File: src/rtl/wb_sdram_pkg.sv
// Shared definitions for the Wishbone burst reader.
// Provides Wishbone cycle-type / burst-type codes and the reader FSM
// state encoding. No ports.
package wb_sdram_pkg;

  localparam logic [2:0] CTI_CLASSIC = 3'b000;
  localparam logic [2:0] CTI_INC     = 3'b010;
  localparam logic [2:0] CTI_EOB     = 3'b111;

  localparam logic [1:0] BTE_LINEAR  = 2'b00;

  typedef enum logic [1:0] {
    ST_IDLE       = 2'd0,
    ST_WAIT_SPACE = 2'd1,
    ST_BURST      = 2'd2,
    ST_NEXT       = 2'd3
  } state_t;

endpackage

File: src/rtl/wb_burst_reader_if.sv
// Bundle of the burst reader's command, stream and Wishbone signals.
// Modports:
//   master - the burst reader (drives Wishbone request and stream outputs)
//   slave  - the environment (command source, stream sink, Wishbone responder)
interface wb_burst_reader_if #(
  parameter int LEN_WIDTH = 16
);
  logic                 cmd_valid_i;
  logic                 cmd_ready_o;
  logic [31:0]          cmd_adr_i;
  logic [LEN_WIDTH-1:0] cmd_len_i;
  logic                 busy_o;
  logic                 done_o;

  logic [31:0]          dat_o;
  logic                 valid_o;
  logic                 ready_i;

  logic [31:0]          wb_adr_o;
  logic                 wb_cyc_o;
  logic                 wb_stb_o;
  logic [2:0]           wb_cti_o;
  logic [1:0]           wb_bte_o;
  logic                 wb_we_o;
  logic [3:0]           wb_sel_o;
  logic [31:0]          wb_dat_i;
  logic                 wb_ack_i;

  modport master (
    input  cmd_valid_i, cmd_adr_i, cmd_len_i, ready_i, wb_dat_i, wb_ack_i,
    output cmd_ready_o, busy_o, done_o, dat_o, valid_o,
           wb_adr_o, wb_cyc_o, wb_stb_o, wb_cti_o, wb_bte_o, wb_we_o, wb_sel_o
  );

  modport slave (
    output cmd_valid_i, cmd_adr_i, cmd_len_i, ready_i, wb_dat_i, wb_ack_i,
    input  cmd_ready_o, busy_o, done_o, dat_o, valid_o,
           wb_adr_o, wb_cyc_o, wb_stb_o, wb_cti_o, wb_bte_o, wb_we_o, wb_sel_o
  );

endinterface

File: src/rtl/sync_fifo.sv
// Single-clock FIFO with a registered show-ahead output stage.
// Ports:
//   clk, rst_n      clock, asynchronous active-low reset
//   wr_en, din      push
//   rd_en           pop request (consumer ready); pops when valid is high
//   dout, valid     registered head word and its valid flag
//   count           words held, including the output register
// A push into an empty FIFO bypasses the array straight into dout, so a
// written word is visible on the next cycle.
module sync_fifo #(
  parameter int WIDTH = 32,
  parameter int AW    = 4
) (
  input  logic             clk,
  input  logic             rst_n,
  input  logic             wr_en,
  input  logic [WIDTH-1:0] din,
  input  logic             rd_en,
  output logic [WIDTH-1:0] dout,
  output logic             valid,
  output logic [AW:0]      count
);

  localparam int DEPTH = 1 << AW;

  logic [WIDTH-1:0] mem [DEPTH];
  logic [AW-1:0]    wr_ptr, rd_ptr;
  logic [AW:0]      mem_cnt;

  logic pop, load, mem_empty, mem_rd, bypass, mem_wr;

  assign pop       = valid & rd_en;
  assign load      = ~valid | pop;
  assign mem_empty = (mem_cnt == '0);
  assign mem_rd    = load & ~mem_empty;
  assign bypass    = load & mem_empty & wr_en;
  assign mem_wr    = wr_en & ~bypass;
  assign count     = mem_cnt + (AW+1)'(valid);

  always_ff @(posedge clk) begin
    if (mem_wr) mem[wr_ptr] <= din;
  end

  always_ff @(posedge clk or negedge rst_n) begin
    if (!rst_n) begin
      wr_ptr  <= '0;
      rd_ptr  <= '0;
      mem_cnt <= '0;
      dout    <= '0;
      valid   <= 1'b0;
    end else begin
      if (mem_wr) wr_ptr <= wr_ptr + AW'(1);
      if (mem_rd) rd_ptr <= rd_ptr + AW'(1);
      if (mem_wr && !mem_rd)      mem_cnt <= mem_cnt + (AW+1)'(1);
      else if (!mem_wr && mem_rd) mem_cnt <= mem_cnt - (AW+1)'(1);
      if (mem_rd) begin
        dout  <= mem[rd_ptr];
        valid <= 1'b1;
      end else if (bypass) begin
        dout  <= din;
        valid <= 1'b1;
      end else if (pop) begin
        valid <= 1'b0;
      end
    end
  end

endmodule

File: src/rtl/wb_burst_reader.sv
// Wishbone B3 incrementing-burst read initiator feeding a valid/ready stream.
// Ports:
//   wb_clk, wb_rst_n  clock, asynchronous active-low reset
//   bus               wb_burst_reader_if.master: command (cmd_*, busy_o,
//                     done_o), stream (dat_o, valid_o, ready_i) and
//                     Wishbone master signals (wb_*)
//
// state         | meaning
// --------------+---------------------------------------------------------
// ST_IDLE       | accepting a command; zero-length commands finish here
// ST_WAIT_SPACE | waiting until the FIFO can absorb the whole next burst
// ST_BURST      | cyc/stb asserted, one FIFO push per ack
// ST_NEXT       | cyc low for a cycle; finish or start another burst
module wb_burst_reader
  import wb_sdram_pkg::*;
#(
  parameter int BURST_LENGTH = 8,
  parameter int FIFO_AW      = 4,
  parameter int LEN_WIDTH    = 16
) (
  input  logic              wb_clk,
  input  logic              wb_rst_n,
  wb_burst_reader_if.master bus
);

  localparam int OFS_W = (BURST_LENGTH > 1) ? $clog2(BURST_LENGTH) : 1;
  localparam int BL_W  = $clog2(BURST_LENGTH) + 1;
  localparam logic [FIFO_AW:0] FIFO_DEPTH = (FIFO_AW+1)'(1 << FIFO_AW);

  state_t               state_q, state_d;
  logic [29:0]          adr_q, adr_d;
  logic [LEN_WIDTH-1:0] remaining_q, remaining_d;
  logic [BL_W-1:0]      beats_left_q, beats_left_d;
  logic                 cyc_q, cyc_d;
  logic [2:0]           cti_q, cti_d;
  logic                 done_q, done_d;
  logic                 fifo_wr;
  logic [FIFO_AW:0]     fifo_count, fifo_free;

  logic [OFS_W-1:0]     ofs;
  logic [BL_W-1:0]      room, beat_cnt;
  logic                 space_ok;
  logic                 unused_adr_bits;

  assign unused_adr_bits = ^bus.cmd_adr_i[1:0];

  // Words left before the next BURST_LENGTH-aligned boundary; bursts are
  // clipped there so they never straddle an SDRAM burst.
  assign ofs      = (BURST_LENGTH > 1) ? adr_q[OFS_W-1:0] : '0;
  assign room     = BL_W'(BURST_LENGTH) - BL_W'(ofs);
  assign beat_cnt = (remaining_q < LEN_WIDTH'(room)) ? remaining_q[BL_W-1:0] : room;

  // Space is reserved for the whole burst up front, so the FIFO can never
  // overflow while acks are arriving.
  assign fifo_free = FIFO_DEPTH - fifo_count;
  assign space_ok  = 32'(fifo_free) >= 32'(beat_cnt);

  always_comb begin
    state_d      = state_q;
    adr_d        = adr_q;
    remaining_d  = remaining_q;
    beats_left_d = beats_left_q;
    cyc_d        = cyc_q;
    cti_d        = cti_q;
    done_d       = 1'b0;
    fifo_wr      = 1'b0;
    unique case (state_q)
      ST_IDLE: begin
        if (bus.cmd_valid_i) begin
          adr_d       = bus.cmd_adr_i[31:2];
          remaining_d = bus.cmd_len_i;
          if (bus.cmd_len_i == '0) done_d  = 1'b1;
          else                     state_d = ST_WAIT_SPACE;
        end
      end
      ST_WAIT_SPACE: begin
        if (space_ok) begin
          beats_left_d = beat_cnt;
          cyc_d        = 1'b1;
          cti_d        = (beat_cnt == BL_W'(1)) ? CTI_EOB : CTI_INC;
          state_d      = ST_BURST;
        end
      end
      ST_BURST: begin
        if (bus.wb_ack_i) begin
          fifo_wr      = 1'b1;
          adr_d        = adr_q + 30'd1;
          beats_left_d = beats_left_q - BL_W'(1);
          remaining_d  = remaining_q - LEN_WIDTH'(1);
          if (beats_left_q == BL_W'(1)) begin
            cyc_d   = 1'b0;
            cti_d   = CTI_CLASSIC;
            state_d = ST_NEXT;
          end else if (beats_left_q == BL_W'(2)) begin
            cti_d = CTI_EOB;
          end
        end
      end
      ST_NEXT: begin
        if (remaining_q == '0) begin
          done_d  = 1'b1;
          state_d = ST_IDLE;
        end else begin
          state_d = ST_WAIT_SPACE;
        end
      end
      default: state_d = ST_IDLE;
    endcase
  end

  always_ff @(posedge wb_clk or negedge wb_rst_n) begin
    if (!wb_rst_n) begin
      state_q      <= ST_IDLE;
      adr_q        <= '0;
      remaining_q  <= '0;
      beats_left_q <= '0;
      cyc_q        <= 1'b0;
      cti_q        <= CTI_CLASSIC;
      done_q       <= 1'b0;
    end else begin
      state_q      <= state_d;
      adr_q        <= adr_d;
      remaining_q  <= remaining_d;
      beats_left_q <= beats_left_d;
      cyc_q        <= cyc_d;
      cti_q        <= cti_d;
      done_q       <= done_d;
    end
  end

  assign bus.cmd_ready_o = (state_q == ST_IDLE);
  assign bus.busy_o      = (state_q != ST_IDLE);
  assign bus.done_o      = done_q;
  assign bus.wb_adr_o    = {adr_q, 2'b00};
  assign bus.wb_cyc_o    = cyc_q;
  assign bus.wb_stb_o    = cyc_q;
  assign bus.wb_cti_o    = cti_q;
  assign bus.wb_bte_o    = BTE_LINEAR;
  assign bus.wb_we_o     = 1'b0;
  assign bus.wb_sel_o    = 4'hF;

  sync_fifo #(
    .WIDTH (32),
    .AW    (FIFO_AW)
  ) u_fifo (
    .clk   (wb_clk),
    .rst_n (wb_rst_n),
    .wr_en (fifo_wr),
    .din   (bus.wb_dat_i),
    .rd_en (bus.ready_i),
    .dout  (bus.dat_o),
    .valid (bus.valid_o),
    .count (fifo_count)
  );

endmodule

File: src/flat_wrapper.sv
// flat-port wrapper written by rule: the top's interface ports become plain ports
module wb_burst_reader_flat import wb_sdram_pkg::*;
#(
  parameter int BURST_LENGTH = 8,
  parameter int FIFO_AW      = 4,
  parameter int LEN_WIDTH    = 16
)
  (wb_clk, wb_rst_n, bus_cmd_valid_i, bus_cmd_adr_i, bus_cmd_len_i, bus_ready_i, bus_wb_dat_i, bus_wb_ack_i, bus_cmd_ready_o, bus_busy_o, bus_done_o, bus_dat_o, bus_valid_o, bus_wb_adr_o, bus_wb_cyc_o, bus_wb_stb_o, bus_wb_cti_o, bus_wb_bte_o, bus_wb_we_o, bus_wb_sel_o);
  wb_burst_reader_if #(.LEN_WIDTH(LEN_WIDTH)) bus_i ();
  input  logic wb_clk;
  input  logic wb_rst_n;
  input wire logic [$bits(bus_i.cmd_valid_i)-1:0] bus_cmd_valid_i;
  input wire logic [$bits(bus_i.cmd_adr_i)-1:0] bus_cmd_adr_i;
  input wire logic [$bits(bus_i.cmd_len_i)-1:0] bus_cmd_len_i;
  input wire logic [$bits(bus_i.ready_i)-1:0] bus_ready_i;
  input wire logic [$bits(bus_i.wb_dat_i)-1:0] bus_wb_dat_i;
  input wire logic [$bits(bus_i.wb_ack_i)-1:0] bus_wb_ack_i;
  output wire logic [$bits(bus_i.cmd_ready_o)-1:0] bus_cmd_ready_o;
  output wire logic [$bits(bus_i.busy_o)-1:0] bus_busy_o;
  output wire logic [$bits(bus_i.done_o)-1:0] bus_done_o;
  output wire logic [$bits(bus_i.dat_o)-1:0] bus_dat_o;
  output wire logic [$bits(bus_i.valid_o)-1:0] bus_valid_o;
  output wire logic [$bits(bus_i.wb_adr_o)-1:0] bus_wb_adr_o;
  output wire logic [$bits(bus_i.wb_cyc_o)-1:0] bus_wb_cyc_o;
  output wire logic [$bits(bus_i.wb_stb_o)-1:0] bus_wb_stb_o;
  output wire logic [$bits(bus_i.wb_cti_o)-1:0] bus_wb_cti_o;
  output wire logic [$bits(bus_i.wb_bte_o)-1:0] bus_wb_bte_o;
  output wire logic [$bits(bus_i.wb_we_o)-1:0] bus_wb_we_o;
  output wire logic [$bits(bus_i.wb_sel_o)-1:0] bus_wb_sel_o;
  assign bus_i.cmd_valid_i = bus_cmd_valid_i;
  assign bus_i.cmd_adr_i = bus_cmd_adr_i;
  assign bus_i.cmd_len_i = bus_cmd_len_i;
  assign bus_i.ready_i = bus_ready_i;
  assign bus_i.wb_dat_i = bus_wb_dat_i;
  assign bus_i.wb_ack_i = bus_wb_ack_i;
  assign bus_cmd_ready_o = bus_i.cmd_ready_o;
  assign bus_busy_o = bus_i.busy_o;
  assign bus_done_o = bus_i.done_o;
  assign bus_dat_o = bus_i.dat_o;
  assign bus_valid_o = bus_i.valid_o;
  assign bus_wb_adr_o = bus_i.wb_adr_o;
  assign bus_wb_cyc_o = bus_i.wb_cyc_o;
  assign bus_wb_stb_o = bus_i.wb_stb_o;
  assign bus_wb_cti_o = bus_i.wb_cti_o;
  assign bus_wb_bte_o = bus_i.wb_bte_o;
  assign bus_wb_we_o = bus_i.wb_we_o;
  assign bus_wb_sel_o = bus_i.wb_sel_o;
  wb_burst_reader #(.BURST_LENGTH(BURST_LENGTH), .FIFO_AW(FIFO_AW), .LEN_WIDTH(LEN_WIDTH)) u_core (.wb_clk(wb_clk), .wb_rst_n(wb_rst_n), .bus(bus_i));
endmodule
File: config.mk
export PLATFORM = sky130hd
export DESIGN_NAME = wb_burst_reader_flat
export DESIGN_NICKNAME = d
export VERILOG_FILES = /design/src/rtl/wb_sdram_pkg.sv /design/src/rtl/wb_burst_reader_if.sv /design/src/rtl/sync_fifo.sv /design/src/rtl/wb_burst_reader.sv /design/src/flat_wrapper.sv
export SDC_FILE = /design/constraint.sdc
export NUM_CORES = 1
export LEC_CHECK = 0
export ABC_AREA = 1
export ABC_CLOCK_PERIOD_IN_PS = 4200
export BUFFER_PORTS_ARGS = -buffer_cell sky130_fd_sc_hd__buf_4
export CAP_MARGIN = 20
export CORE_MARGIN = 2
export CORE_UTILIZATION = 52
export DETAILED_ROUTE_END_ITERATION = 8
export PLACE_DENSITY_LB_ADDON = 0.08
export SLEW_MARGIN = 20
export SYNTH_ARGS = -nofsm -noshare
export SYNTH_HDL_FRONTEND = slang
export SYNTH_HIERARCHICAL = 1
export SYNTH_SLANG_ARGS = --single-unit
File: constraint.sdc
create_clock -name wb_clk -period 4.2 [get_ports wb_clk]
set_input_delay 0 -clock wb_clk [delete_from_list [all_inputs] [get_ports wb_clk]]
set_output_delay 0 -clock wb_clk [all_outputs]
set_load 0.05 [all_outputs]
==> results.ini, run 1 <==
[outcome]
status = finished clean

[global_routing]
antenna_found_initial = 1
grt_max_degree = 122
grt_overflow = 0
grt_pass1_wl_mm = 113
grt_pass1_vias = 20100
gr-usage-all-layers_pct = 25.6

[yosys]
synth_top_cells_by_count = 1020 x nand2_1, 512 x edfxtp_1, 405 x nand3_1
yosysTopAreaCell = edfxtp_1
ys_top_cells_by_area = edfxtp_1 54%, nand2_1 13%, dfrtp_1 8.9%
postSynthCellCount = 2972
synth_flop_cell = edfxtp_1
ys_ff_latch = 614
synthArstFlopShare_pct = 16.6
synthDistinctLibCells = 52
ys_warn_count = 6
synth_edf_count = 512
synth.avg_cell_area_um2 = 9.62
synth_area_um2 = 28600
synth_most_common_cell = nand2_1
ys_seq_area_share_pct = 62.7
synth_top_area_share_pct = 53.8

[clock_tree]
cts_sinks = 614
clkSlewWorstSetupHoldPaths_ns = 0.05
cts-resized-gates = 0
clk_latency_ns = 0.60
cts-buffers-inserted = 68
cts_tree = built
clk_root_buffer_cell = clkbuf_16
cts_buffer_depth = 3
cts_max_level = 3

[die]
start_util_pct = 52.8
dieArea_um2 = 56900
rows = 85
fp.dieH_um = 238
io_pins = 165
die_w_um = 238
coreArea_um2 = 54100

[timing]
max_freq_ghz = 0.316
min_period_ns = 3.16
hold_viol_final = 0
slew_headroom_pct = 29.7
setup_violations = 0
worst_clock_skew_ns = 0.0152
finalWorstSetupSlack_ns = 1.04
slew_viol_final = 0
rsz0062_at_grt = no
worst_slew_pin_slew_ns = 1.06
fin_crit_sh_pct = 75.3
tns_ns = 0

[route]
ant_nets = 0
routed_wl_mm = 72.4
drc = 0
drt-initial-drc-count = 1752
vias_per_cell = 5.34
wire_per_inst_um = 18.5
dr.pass1.iters = 6
vias = 21000

[finish]
fin_area_um2 = 33300
syn_to_final_growth_pct = 16.4
nNetsFinal = 3283
drive_gt1_share_pct = 11.4

[place]
dp_slack_ns = 0.979
hpwlAfterDp_mm = 41.3
numPortBuffers = 153
place_area_um2 = 30400
place.gp.congestion = 0.888

[worst_setup_path]
endpoint_kind = flip-flop
start_kind = flip-flop
reg2reg_depth = 9
critPathKind = reg -> reg
worstPathRequired_ns = 4.49
critPathMaxFanout = 18
cp.arrival_ns = 3.46

[power_and_ir_drop]
powerDensity_nw_per_um2 = 705
leakage_nw = 14.3
vdd.ir_drop.worst_uv = 525

[min_path]
hold_path.class = in -> reg
hold_depth = 6

[job]
maxCapViolations = 0

==> power by group <==
part	internal, W	leakage, nW	switching, W
Sequential	0.00735	5.83	0.000759
Clock	0.00325	1.02	0.00238
Combinational	0.00291	7.46	0.00682
==> through the flow <==
stage | hold slack (ns) | utilization [%] | std cells | total power, W
after floorplan | -0.296 | - | 2979 | 0.0152
after global placement | 0.151 | 56.1 | 3715 | 0.0177
after detailed placement | 0.163 | 56.1 | 3715 | 0.0179
after CTS | 0.0134 | 61.5 | 3922 | 0.0236
after global routing | 0.0687 | 61.5 | 3923 | 0.0249
final | 0.0481 | 61.5 | 3923 | 0.0235
==> logic make-up (layout without fill, tap and decap cells) <==
| logic type | Yosys count | count (layout) | share of synthesized area, % |
|---|---|---|---|
| compound gates | 147 | 147 | 2.84 |
| simple gates | 1635 | 1635 | 24.2 |
| xor+xnor | 27 | 27 | 0.827 |
| other cells | 2 | 10 | 0.0263 |
| buf+inv | 520 | 767 | 8.19 |
| flops | 614 | 614 | 62.7 |
| fa+ha+maj | 27 | 27 | 1.21 |
==> final cells by class <==
cell class	instances	area (µm²)
tap	696	871
inverter	367	1390
sequential	614	17900
clock inverter	36	251
clock buffer	89	1850
multi-input combinational	1845	8480
timing repair buffer	275	2500
fill	4456	20900
antenna	1	2.50
==> state kept, by name, summed over array words and instances (netlist names), 4 cells and up <==
register               count
u_core/beats_left_q        4
u_core/u_fifo/mem        512
u_core/u_fifo/rd_ptr       4
u_core/u_fifo/mem_cnt      5
u_core/remaining_q        16
u_core/u_fifo/wr_ptr       4
u_core/adr_q              30
u_core/u_fifo/dout        32
==> critical path, cell delays in order, from the launching register on <==
cell     delay (ns)
dfrtp_1        0.43
inv_1          0.11
ha_2           0.18
nand2_1        0.06
inv_1          0.15
nand2_1        0.27
nand2_2        0.33
nand2_1        0.30
nor2_4         0.70
buf_4          0.31
==> final timing paths <==
kind / from / endpoint / slack [ns]
worst max-delay path: u_core/state_q[0]$_DFFE_PN0P_ / u_core/u_fifo/mem[5][19]$_DFFE_PP_ / 1.04
worst min-delay path: bus_wb_ack_i / u_core/bus.wb_cyc_o$_DFFE_PN0P_ / 0.05
worst max register to register: u_core/state_q[0]$_DFFE_PN0P_ / u_core/u_fifo/mem[5][19]$_DFFE_PP_ / 1.04
worst min register to register: u_core/u_fifo/dout[20]$_DFFE_PN0P_ / u_core/u_fifo/dout[20]$_DFFE_PN0P_ / 0.48
max in group asynchronous: wb_rst_n / u_core/u_fifo/rd_ptr[0]$_DFFE_PN0P_ / 3.16
min in group asynchronous: wb_rst_n / u_core/u_fifo/rd_ptr[2]$_DFFE_PN0P_ / 0.07
==> repair_timing <==
action | in CTS | in global routing
setup buffers | 0 | 0
endpoints found under the hold margin | 672 | 0
hold buffers | 82 | 0
==> placed cells by master (no fill, tap or decap), types with 4 or more instances in the layout <==
cell type	instances
buf_12	18
a21oi_1	28
a31oi_1	4
nand4_1	9
nor2_1	125
nor3_1	12
ha_1	25
dlygate4sd3_1	82
clkbuf_1	16
clkinvlp_4	4
inv_6	6
inv_2	13
inv_1	350
nand2_1	1020
nor2_4	18
clkbuf_16	70
o21ai_0	62
nand3_1	405
clkinv_1	16
xor2_1	22
edfxtp_1	512
clkinv_2	9
buf_4	174
nor2_2	9
nand2_2	11
conb_1	9
o22ai_1	9
nand3_2	5
o211ai_1	11
o21ai_1	23
xnor2_1	5
dfrtp_1	98
==> layer usage <==
layer  up-vias  routed length [µm]  global-route usage (%)
met2       642               34200                    41.9
met3       116                3870                    3.86
met1     10100               32600                    35.7
li1      10100                   -                       -
met4         0                1720                    7.29
met5         -                   0                       0
No activity file was read; power rests on OpenSTA's default activity.
==> inputs of run 2 (changes only) <==
Settings changed: ABC_AREA 1 to 0, ABC_CLOCK_PERIOD_IN_PS 4200 to 2600.
Clock period 4.2 ns to 2.6 ns, I/O delays scaled along.
==> run 2 against run 1 <==
The flow now finishes with violations (setup timing). Via count down 27%. Sequential power up 60%. Flip-flop and latch count stayed put. First-iteration DRC count shrank 10%. Register-to-register slack got worse by 1.9 ns. Critical endpoint is now u_core/state_q[1]$_DFFE_PN0P_. Largest power group unchanged.
==> results.ini, run 2 <==
[outcome]
status = finished with violations
violations = setup timing

[worst_setup_path]
endpoint_kind = flip-flop
reg2reg_from = u_core/adr_q[0]$_DFFE_PN0P_
cpLargestDelayFamily = adder cells
worstPathRequired_ns = 3.10
slowest_delay_ns = 0.39
cp.arrival_ns = 3.93
crit_path_top_delay_cell = dfrtp_2
worst-r2r-setup-slack_ns = -0.83
critical_path.startpoint = u_core/adr_q[0]$_DFFE_PN0P_
cp_cell_sequence = inv_2, ha_4, inv_2, maj3_2, maj3_2, a21oi_4, a21oi_2, ha_4, or3b_1, mux2i_2, o21ai_2, buf_4, nor3_4, or2_1, mux2_2
critPathMaxFanout = 4
critPathKind = reg -> reg
cp_num_buf_inv = 3
start_kind = flip-flop

[timing]
tns_ns = -6.91
min_period_ns = 3.43
hold_viol_final = 0
worst_slew_pin_slew_ns = 0.576
max_freq_ghz = 0.291
worst_clock_skew_ns = 0.0137
slew_viol_final = 0
finalWorstSetupSlack_ns = -0.831
fin_crit_sh_pct = 132
slew_headroom_pct = 61.5
finalHoldWorstSlack_ns = 0.156
setup_violations = 9
rsz0062_at_grt = yes

[clock_tree]
clk_latency_ns = 0.62
cts_max_level = 2
cts-buffers-inserted = 61
clkSlewWorstSetupHoldPaths_ns = 0.06
cts_buffer_depth = 3
clk_root_buffer_cell = clkbuf_16
cts_tree = built
cts_sinks = 614

[yosys]
synth.avg_cell_area_um2 = 16.9
synth_top_cells_by_count = 512 x edfxtp_1, 163 x nand2_1, 127 x mux4_2
ys_seq_area_share_pct = 69.9
synth_most_common_cell = edfxtp_1
postSynthCellCount = 1521
synth_top_area_share_pct = 59.9
yosysTopAreaCell = edfxtp_1
synth_flop_cell = edfxtp_1
ys_warn_count = 6
synth_edf_count = 512
ys_ff_latch = 614
synthDistinctLibCells = 70
synth_area_um2 = 25700
ys_top_cells_by_area = edfxtp_1 60%, mux4_2 11%, dfrtp_1 9.9%
synthArstFlopShare_pct = 16.6

[global_routing]
gr-usage-all-layers_pct = 24.4
use_met3_pct = 3.33
grt_pass1_vias = 15400
antenna_found_initial = 0
grt_max_degree = 70
grt_pass1_wl_mm = 92.6
grtUsageMet1_pct = 34.3
gr-max-usage-layer = met2
grt_overflow = 0
gr-usage-met2_pct = 40.2

[finish]
multiInputGateArea_um2 = 7450
seqCellArea_um2 = 17900
syn_to_final_growth_pct = 24.0
largest_reg_flops = 512
drive_gt1_share_pct = 32.1
layout_common_cells = 512 x edfxtp_1, 250 x buf_4, 161 x nand2_1
mostFrequentLayoutCell = edfxtp_1
largest-register = u_core/u_fifo/mem
antenna_cells = 0
fillCellCount = 3438
reg_top3 = u_core/u_fifo/mem (512), u_core/u_fifo/dout (32), u_core/adr_q (30)
nNetsFinal = 1991

[route]
wire_per_inst_um = 23.7
drt-initial-drc-count = 1571
vias_per_cell = 5.87
dr.pass1.iters = 7
drc = 0
ant_nets = 0
vias = 15200
routed_wl_mm = 61.5

[place]
place.gp.congestion = 0.877
numPortBuffers = 153
dp_slack_ns = -0.940
hpwlAfterDp_mm = 36.0

[power_and_ir_drop]
leakage_nw = 11.4
powerDensity_nw_per_um2 = 1150
vdd.ir_drop.worst_uv = 751

[die]
fp.dieH_um = 226
die_w_um = 226
start_util_pct = 52.5
coreArea_um2 = 48800
dieArea_um2 = 51100
io_pins = 165
rows = 81

[job]
maxCapViolations = 0

[min_path]
min_from = bus_cmd_adr_i[29]
hold_path.class = in -> reg

==> run 2: changes by cell type after synthesis, sizes merged, moves of 20 or more <==
| cell | change |
|---|---|
| mux2 | +34 |
| nand2 | -871 |
| o21ai | -47 |
| buf | -79 |
| mux4 | +128 |
| a21oi | +22 |
| nor2 | -122 |
| nand3 | -370 |
| nand2b | +38 |
| o22ai | +20 |
| a222oi | +32 |
| inv | -341 |
==> run 2: final cells by class <==
type	instances	area share, %
sequential	614	56.4
multi-input combinational	801	23.4
timing repair buffer	376	11.1
clock buffer	75	4.99
tap	664	2.61
clock inverter	38	1.23
inverter	25	0.295
==> run 2: cell families after synthesis <==
logic type | after synthesis | synth area share, %
AO/OA/AOI/OAI | 193 | 5.09
XOR/XNOR | 15 | 0.512
adder cells (fa/ha/maj) | 29 | 1.43
buffers and inverters | 114 | 2.38
flip-flops | 614 | 69.9
multiplexers | 179 | 13.4
other | 2 | 0.0293
AND/OR/NAND/NOR | 375 | 7.29
==> run 2: routing by layer <==
layer / up-vias / wire (µm)
met5: - / 0
met4: 0 / 1400
met3: 91 / 3550
met2: 524 / 29900
met1: 7873 / 26600
li1: 6744 / -
==> run 2: final timing paths <==
path	endpoint	cells past startpoint
min	u_core/adr_q[27]$_DFFE_PN0P_	4
max	u_core/state_q[1]$_DFFE_PN0P_	15
min reg2reg	u_core/u_fifo/dout[31]$_DFFE_PN0P_	2
max reg2reg	u_core/state_q[1]$_DFFE_PN0P_	15
max in group asynchronous	u_core/u_fifo/dout[29]$_DFFE_PN0P_	4
min in group asynchronous	u_core/beats_left_q[2]$_DFFE_PN0P_	4
==> run 2: through the flow <==
stage | std cells | cell area, µm² | power [W] | utilization (%)
3_3_place_gp | 2382 | 28700 | 0.0272 | 58.7
6_report | 2593 | 31800 | 0.0366 | 65.2
5_1_grt | 2593 | 31800 | 0.0385 | 65.2
2_1_floorplan | 1528 | 25800 | 0.0227 | -
3_5_place_dp | 2382 | 28700 | 0.0274 | 58.7
4_1_cts | 2588 | 31700 | 0.0367 | 65.0
==> run 2: worst min-delay path: stages <==
cell and delay [ns]:
dlygate4sd3_1 0.52, buf_4 0.10, a22oi_1 0.05, nand2_1 0.06
==> run 2: where the power goes <==
part	switching (W)	leakage, nW	internal (W)
clock network	0.00367	0.969	0.00503
registers	0.00113	5.81	0.0118
logic	0.00835	4.60	0.00661
==> run 2: timing repair <==
action / 4_1_cts / 5_1_grt
endpoints found under the hold margin: 696 / 0
hold buffers: 84 / 0
endpoints found under the setup margin: 21 / 416
gates resized for setup: 23 / 13
cloned: 1 / 0
setup buffers: 8 / 5
pin swaps: 15 / 2
